[src/rtl/operand_serializer.sv]
// Operand serializer: accepts a parallel (A, B) operand pair per handshake and
// streams it LSB first, one bit pair per beat, with a one-word pending buffer
// so back-to-back words stream without bubble beats.
module operand_serializer #(
    parameter int unsigned WIDTH = 8
) (
    input  logic             i_clk,
    input  logic             i_reset_n,
    input  logic [WIDTH-1:0] i_A,
    input  logic [WIDTH-1:0] i_B,
    input  logic             i_vld,
    output logic             o_rdy,
    output logic             o_A,
    output logic             o_B,
    output logic             o_vld,
    output logic             o_last,
    input  logic             i_rdy
);

    localparam int unsigned CNT_W = (WIDTH > 1) ? $clog2(WIDTH) : 1;
    localparam logic [CNT_W-1:0] LAST_CNT = CNT_W'(WIDTH - 1);

    logic [WIDTH-1:0] r_sh_a;
    logic [WIDTH-1:0] r_sh_b;
    logic [CNT_W-1:0] r_cnt;
    logic             r_active;
    logic [WIDTH-1:0] r_pend_a;
    logic [WIDTH-1:0] r_pend_b;
    logic             r_pend_vld;

    logic w_last;
    logic w_in_fire;
    logic w_out_fire;
    logic w_last_fire;

    // Output view of the shift state; o_rdy only reflects reset and the pending slot
    assign w_last      = r_active && (r_cnt == LAST_CNT);
    assign o_vld       = r_active;
    assign o_A         = r_sh_a[0];
    assign o_B         = r_sh_b[0];
    assign o_last      = w_last;
    assign o_rdy       = i_reset_n && !r_pend_vld;

    assign w_in_fire   = i_vld && o_rdy;
    assign w_out_fire  = r_active && i_rdy;
    assign w_last_fire = w_out_fire && w_last;

    // Shift register, bit counter and active flag; a finishing word hands over
    // to the pending word first, then to a fresh input word, else goes idle
    always_ff @(posedge i_clk) begin
        if (!i_reset_n) begin
            r_sh_a   <= '0;
            r_sh_b   <= '0;
            r_cnt    <= '0;
            r_active <= 1'b0;
        end else if (!r_active) begin
            if (w_in_fire) begin
                r_sh_a   <= i_A;
                r_sh_b   <= i_B;
                r_cnt    <= '0;
                r_active <= 1'b1;
            end
        end else if (w_last_fire) begin
            if (r_pend_vld) begin
                r_sh_a <= r_pend_a;
                r_sh_b <= r_pend_b;
                r_cnt  <= '0;
            end else if (w_in_fire) begin
                r_sh_a <= i_A;
                r_sh_b <= i_B;
                r_cnt  <= '0;
            end else begin
                r_active <= 1'b0;
            end
        end else if (w_out_fire) begin
            r_sh_a <= r_sh_a >> 1;
            r_sh_b <= r_sh_b >> 1;
            r_cnt  <= r_cnt + CNT_W'(1);
        end
    end

    // Pending slot: filled while a word is mid-flight, drained when it finishes
    always_ff @(posedge i_clk) begin
        if (!i_reset_n) begin
            r_pend_a   <= '0;
            r_pend_b   <= '0;
            r_pend_vld <= 1'b0;
        end else if (r_active && w_last_fire) begin
            r_pend_vld <= 1'b0;
        end else if (r_active && w_in_fire) begin
            r_pend_a   <= i_A;
            r_pend_b   <= i_B;
            r_pend_vld <= 1'b1;
        end
    end

endmodule

[config.mk]
export PLATFORM = sky130hd
export DESIGN_NAME = operand_serializer
export DESIGN_NICKNAME = d
export VERILOG_FILES = /design/src/rtl/operand_serializer.sv
export SDC_FILE = /design/constraint.sdc
export NUM_CORES = 1
export LEC_CHECK = 0
export CAP_MARGIN = 20
export CORE_ASPECT_RATIO = 0.6
export CORE_UTILIZATION = 47
export CTS_CLUSTER_DIAMETER = 150
export DETAILED_ROUTE_END_ITERATION = 10
export GPL_ROUTABILITY_DRIVEN = 0
export GPL_TIMING_DRIVEN = 0
export PLACE_DENSITY = 0.72
export SYNTH_ARGS = -nofsm -noshare
export SYNTH_HDL_FRONTEND = slang
export SYNTH_SLANG_ARGS = --single-unit
[constraint.sdc]
create_clock -name i_clk -period 4.5 [get_ports i_clk]
set_input_delay 0.675 -clock i_clk [delete_from_list [all_inputs] [get_ports i_clk]]
set_output_delay 0.675 -clock i_clk [all_outputs]
set_load 0.03 [all_outputs]
Word level (Yosys, flattened, before mapping) --
Cells that the tools add are included.
Storage, ports and cells: output and inout bits 5, register bits after elaboration 37
Operators by class: equality and inequality tests 2, add/subtract/negate cells 1, muxes and demuxes 19, bitwise gates (word level) 2, reductions and logical operators 10
Operators with widths (number):
- $mux W8 | 10
- $mux W3 | 5
- $logic_and A1 B1 Y1 | 7
- $mux W1 | 4
- $add A3 B1 Y3 const B | 1
- $eq A3 B3 Y1 const B | 1
- $ne A3 B1 Y1 const B | 1
- $not A1 Y1 | 2
- $reduce_and A2 Y1 | 1
- $reduce_or A2 Y1 | 1
- $logic_not A1 Y1 | 1

Depth between registers and ports, before layout --
word-level depth 7, depth in mapped cells 8, mapped depth without buffers 6

Worst setup path before layout --
OpenSTA, ideal clock, no wires.
path type register -> output, start point reg r_cnt[0], end point out o_last, arrival 1640 ps, setup slack 2185 ps, data required time 3825 ps, buffers on the path 2, stages on the path, launching flop included 7, cell sequence dfxtp_1 ha_1 ha_1 clkbuf_1 clkbuf_1 inv_2 nor2_1
Between the ends: word-level cells in the longest chain between the ends 2
RTL lines:
- start: declaration | RTL line 25 | logic [CNT_W-1:0] r_cnt;
- start signal: assignment | RTL line 78 | r_cnt <= r_cnt + CNT_W'(1);
- $eq A3 B3 Y1 | RTL line 37 | assign w_last = r_active && (r_cnt == LAST_CNT);
- $logic_and A1 B1 Y1 | RTL line 37
- end: declaration | RTL line 16 | output logic o_last,
Every way passes these cells.

Worst setup path after layout --
Ends and elaborated chain as after synthesis.

==> results <==
- The half-perimeter wire length of the detailed placement result is approximately 3400 um.
- Max-cap violations in this run came to 0.
- Hold repair after CTS inserted 0 buffers.
- Once layout is complete, the cells apart from fillers number 343.
- The critical path arrival is between 2 and 3 ns.
- The post-route standard cell area excluding fillers is between 2000 and 2500 um^2.
- The via count is ~1800.
- The final routed DRC violation total is 0.
- Across the routed clock network, the largest skew measured is between 0.005 and 0.006 ns.
- The run finished with clean final reports.
- The capturing element type of the critical path is an output port.
- The number of global-route vias before repair is 1694.
- Along the worst path, the maximum fanout reaches 10.
- The layout cell share with drive strength beyond 1 is 0.141.
- The relative contribution of combinational cells to total power is 0.200.
- A synthesized cell averages 7.98 um^2.
- Based on the critical path, the design can be clocked at up to around 0.3 GHz.
- The core region area is around 4100 um^2.
- The setup TNS after final layout is 0 ns.
- In the layout the commonest cells are 37 x sky130_fd_sc_hd__dfxtp_1, 29 x sky130_fd_sc_hd__inv_1, 25 x sky130_fd_sc_hd__nand2_1, 24 x sky130_fd_sc_hd__a21oi_1.
- In the global route stage, overall resource usage came out at 0.246.
- The internal power contribution is roughly 550 uW.
- The post-synthesis to final-layout area growth is 20.2%.
- The final wirelength is roughly 5000 um.
- The worst relative slew slack is 0.541.
- The area of the die is between 4000 and 5000 um^2.
- In this run, synthesis produced a sequential element count of 37.
- The number of DRC markers in iteration 0 is 120.
- At the pin with the least slew margin, the transition time is 0.689 ns.
- The synthesized area is roughly 2000 um^2.
- The netlist uses 30 different library cells.
- The net switching power is around 230 uW.
- The global-route wire length before repair is 8200 um.
- The pre-antenna-repair detailed-routing pass consisted of 4 iterations.
- Setup repair after global routing left no endpoint under its margin.
- In this run the power density over the cells is 322 nW/um^2.
- After detailed routing, the wire length on met1 is about 2600 um.
- After the last flow step, the layout net total stands at about 300.
- Counting along the longest clock path gives a buffer depth of 2.
- The share of total power dissipated in sequential elements is 0.465.
- 25 I/O pins were placed.
- The share of the Yosys chip area taken by registers is 0.368.
- The largest single stage delay on the critical path is approximately 0.7 ns.
- The via count normalized by instance count is around 5.2.
- The commonest non-fill, non-tap cell in the layout is sky130_fd_sc_hd__dfxtp_1.
- The H-tree was split into 2 levels.
- The net switching fraction of the power is 0.289.
- The data required time of the worst path is 3.83 ns.
- The count of antenna-violating nets left after detailed routing is 0.
- TritonCTS built the clock tree.
- The first element of the critical path is r_cnt[0]$_SDFFE_PN0P_.
- The detailed-routed wire length on met3 is between 300 and 400 um.
- Once placement finished, the instance area stood at 2320 um^2.
- The number of warnings reported in the yosys synthesis log is 0.
- The routed wire length per instance is ~15 um.
- For the worst-skew pair, the clock arrives at the later sink with an insertion delay of roughly 0.3 ns.
- After global routing the overflow that remains totals 0.
- The die is roughly 86 um wide.
- The count of buffers added on input and output ports is 23.
- Setup violations remaining at the end of the flow were counted as 0.
- The number of gates resized after CTS was 0.
- The clock period minus final worst setup slack is roughly 3.3 ns.
- The initial core utilization is 0.491.
- The cell sitting at the root of the clock tree is a sky130_fd_sc_hd__clkbuf_8.
- Measured along the y axis, the die boundary spans between 50 and 60 um.
- The worst reg2reg path depth is 7.
- The max-slew violation total from the final report came to 0.
- The post-placement cell count is about 340.
- Buffers added to address setup during post-CTS repair amount to 0.
- The portion of the clock cycle consumed by the worst path in the final layout is 0.739.
- The standard-cell row count is 18.
- After clock tree synthesis, the clock-pin slew on the worst setup and hold paths is 0.07 ns.
- The number of cells produced by synthesis is 252.
- The critical path goes through ha_1 > ha_1 > clkbuf_1 > clkbuf_1 > inv_2 > nor2_1 > clkdlybuf4s50_1.
- The number of buffers inserted during clock tree synthesis is 5.
- The initial antenna violation count is 0.
- Entering global routing, the biggest net connects 12 pins.
- The clock group share of total power is 0.335.
- Summed over all nets, wire length on met2 after detailed routing comes to slightly below 2000 um.
- The worst hold path stage count is 2.
- The static power due to leakage is approximately 0.00099 uW.
- The startpoint identified for the worst hold timing path is r_cnt[1]$_SDFFE_PN0P_.
- The critical path is of the reg2out type.
- The number of hold violations in the final report was 0.
- The path class of the tightest hold or removal check is reg2reg.
- 0 antenna diodes ended up in the layout.
- The highest metal layer with signal wires is met4.
- The worst-case IR drop observed on VDD is about 160 uV.
- The cell with the largest stage delay on the worst path is sky130_fd_sc_hd__clkdlybuf4s50_1.
- STA classifies the critical path startpoint as a flip-flop.
- The post-synth net total is 274.
- The startpoint identified for the worst register-to-register timing path is r_cnt[0]$_SDFFE_PN0P_.
- Counting every sink on the clock net gives 37.
==> Yosys cell counts <==
| cell type | instances | area share |
|---|---|---|
| sky130_fd_sc_hd__a211oi_2 | 10 | 0.062 |
| sky130_fd_sc_hd__dfxtp_1 | 37 | 0.37 |
| sky130_fd_sc_hd__buf_6 | 4 | 0.022 |
| sky130_fd_sc_hd__nand2b_1 | 6 | 0.019 |
| sky130_fd_sc_hd__a21oi_1 | 24 | 0.060 |
| sky130_fd_sc_hd__nand2_2 | 1 | 0.0031 |
| sky130_fd_sc_hd__a211oi_1 | 3 | 0.011 |
| sky130_fd_sc_hd__a221o_1 | 1 | 0.0050 |
| sky130_fd_sc_hd__buf_2 | 1 | 0.0025 |
| sky130_fd_sc_hd__mux2i_1 | 17 | 0.085 |
| sky130_fd_sc_hd__nor2b_1 | 1 | 0.0031 |
| sky130_fd_sc_hd__buf_8 | 1 | 0.0075 |
| sky130_fd_sc_hd__or3_1 | 1 | 0.0031 |
| sky130_fd_sc_hd__nor2_2 | 10 | 0.031 |
| sky130_fd_sc_hd__nand3b_4 | 1 | 0.010 |
| sky130_fd_sc_hd__nor2_1 | 23 | 0.043 |
| sky130_fd_sc_hd__o21ai_1 | 5 | 0.012 |
| sky130_fd_sc_hd__buf_1 | 3 | 0.0056 |
| sky130_fd_sc_hd__inv_2 | 3 | 0.0056 |
| sky130_fd_sc_hd__clkbuf_1 | 10 | 0.019 |
| sky130_fd_sc_hd__o22ai_1 | 13 | 0.040 |
| sky130_fd_sc_hd__or3b_1 | 1 | 0.0044 |
| sky130_fd_sc_hd__o21ai_0 | 16 | 0.040 |
| sky130_fd_sc_hd__a311o_1 | 1 | 0.0050 |
| sky130_fd_sc_hd__inv_1 | 29 | 0.054 |
| sky130_fd_sc_hd__ha_1 | 2 | 0.012 |
| sky130_fd_sc_hd__a221oi_4 | 1 | 0.013 |
| sky130_fd_sc_hd__nor3_1 | 1 | 0.0025 |
| sky130_fd_sc_hd__a311oi_1 | 1 | 0.0044 |
| sky130_fd_sc_hd__nand2_1 | 25 | 0.047 |
==> state kept, by name (all words and copies together) (netlist names) <==
| signal | cells |
|---|---|
| r_pend_a | 8 |
| o_vld | 1 |
| r_sh_b | 8 |
| r_pend_vld | 1 |
| r_cnt | 3 |
| r_sh_a | 8 |
| r_pend_b | 8 |
==> final timing paths <==
path / to / slack (ns)
max: o_last / 1.17
min reg2reg: r_cnt[1]$_SDFFE_PN0P_ / 0.49
max reg2reg: r_sh_b[0]$_SDFFE_PN0P_ / 2.42
min: r_cnt[1]$_SDFFE_PN0P_ / 0.49
==> critical path, delay by kind of cell, from the launching register on <==
kind	cells	cell delay, ns
buffers and inverters	4	1.56
flip-flops	1	0.37
adder cells (fa/ha/maj)	2	0.33
AND/OR/NAND/NOR	1	0.10
==> power by group through the flow <==
stage,clock network (uW),logic [uW],registers [uW]
floorplan,0,99.9,372
global placement,0,152,368
detailed placement,0,153,369
CTS,263,155,362
global route,279,170,364
finish,261,156,362
==> metrics by stage <==
stage                      util  setup WS [ns]  power, uW  hold slack, ns
final                     0.590           1.17        780           0.486
after global routing      0.590           1.04        814           0.518
after CTS                 0.590           1.20        780           0.484
after detailed placement  0.565           1.26        522           0.471
after global placement    0.565           1.21        520           0.464
after floorplan               -           2.19        471           0.450
==> per-layer routing <==
| layer | up-vias | track usage |
|---|---|---|
| li1 | 902 | - |
| met1 | 808 | 0.348 |
| met2 | 68 | 0.357 |
| met3 | 10 | 0.0535 |
| met4 | 0 | 0.111 |
| met5 | - | 0 |
==> cells by family (layout without fill, tap and decap cells) <==
kind of cell    Yosys count  after routing  synth area share
compound gates           75             75             0.253
simple gates             70             70             0.165
buf+inv                  51             82             0.116
flops                    37             37             0.368
mux                      17             17            0.0846
fa+ha+maj                 2              2            0.0124
==> layout make-up <==
class	instances	area, um^2
fill	410	1680
multi-input combinational	164	1040
sequential	37	741
timing repair buffer	23	230
inverter	32	120
buffer	19	114
clock buffer	7	96.3
tap	60	75.1
clock inverter	1	5.00
No activity file was read; power rests on OpenSTA's default activity.
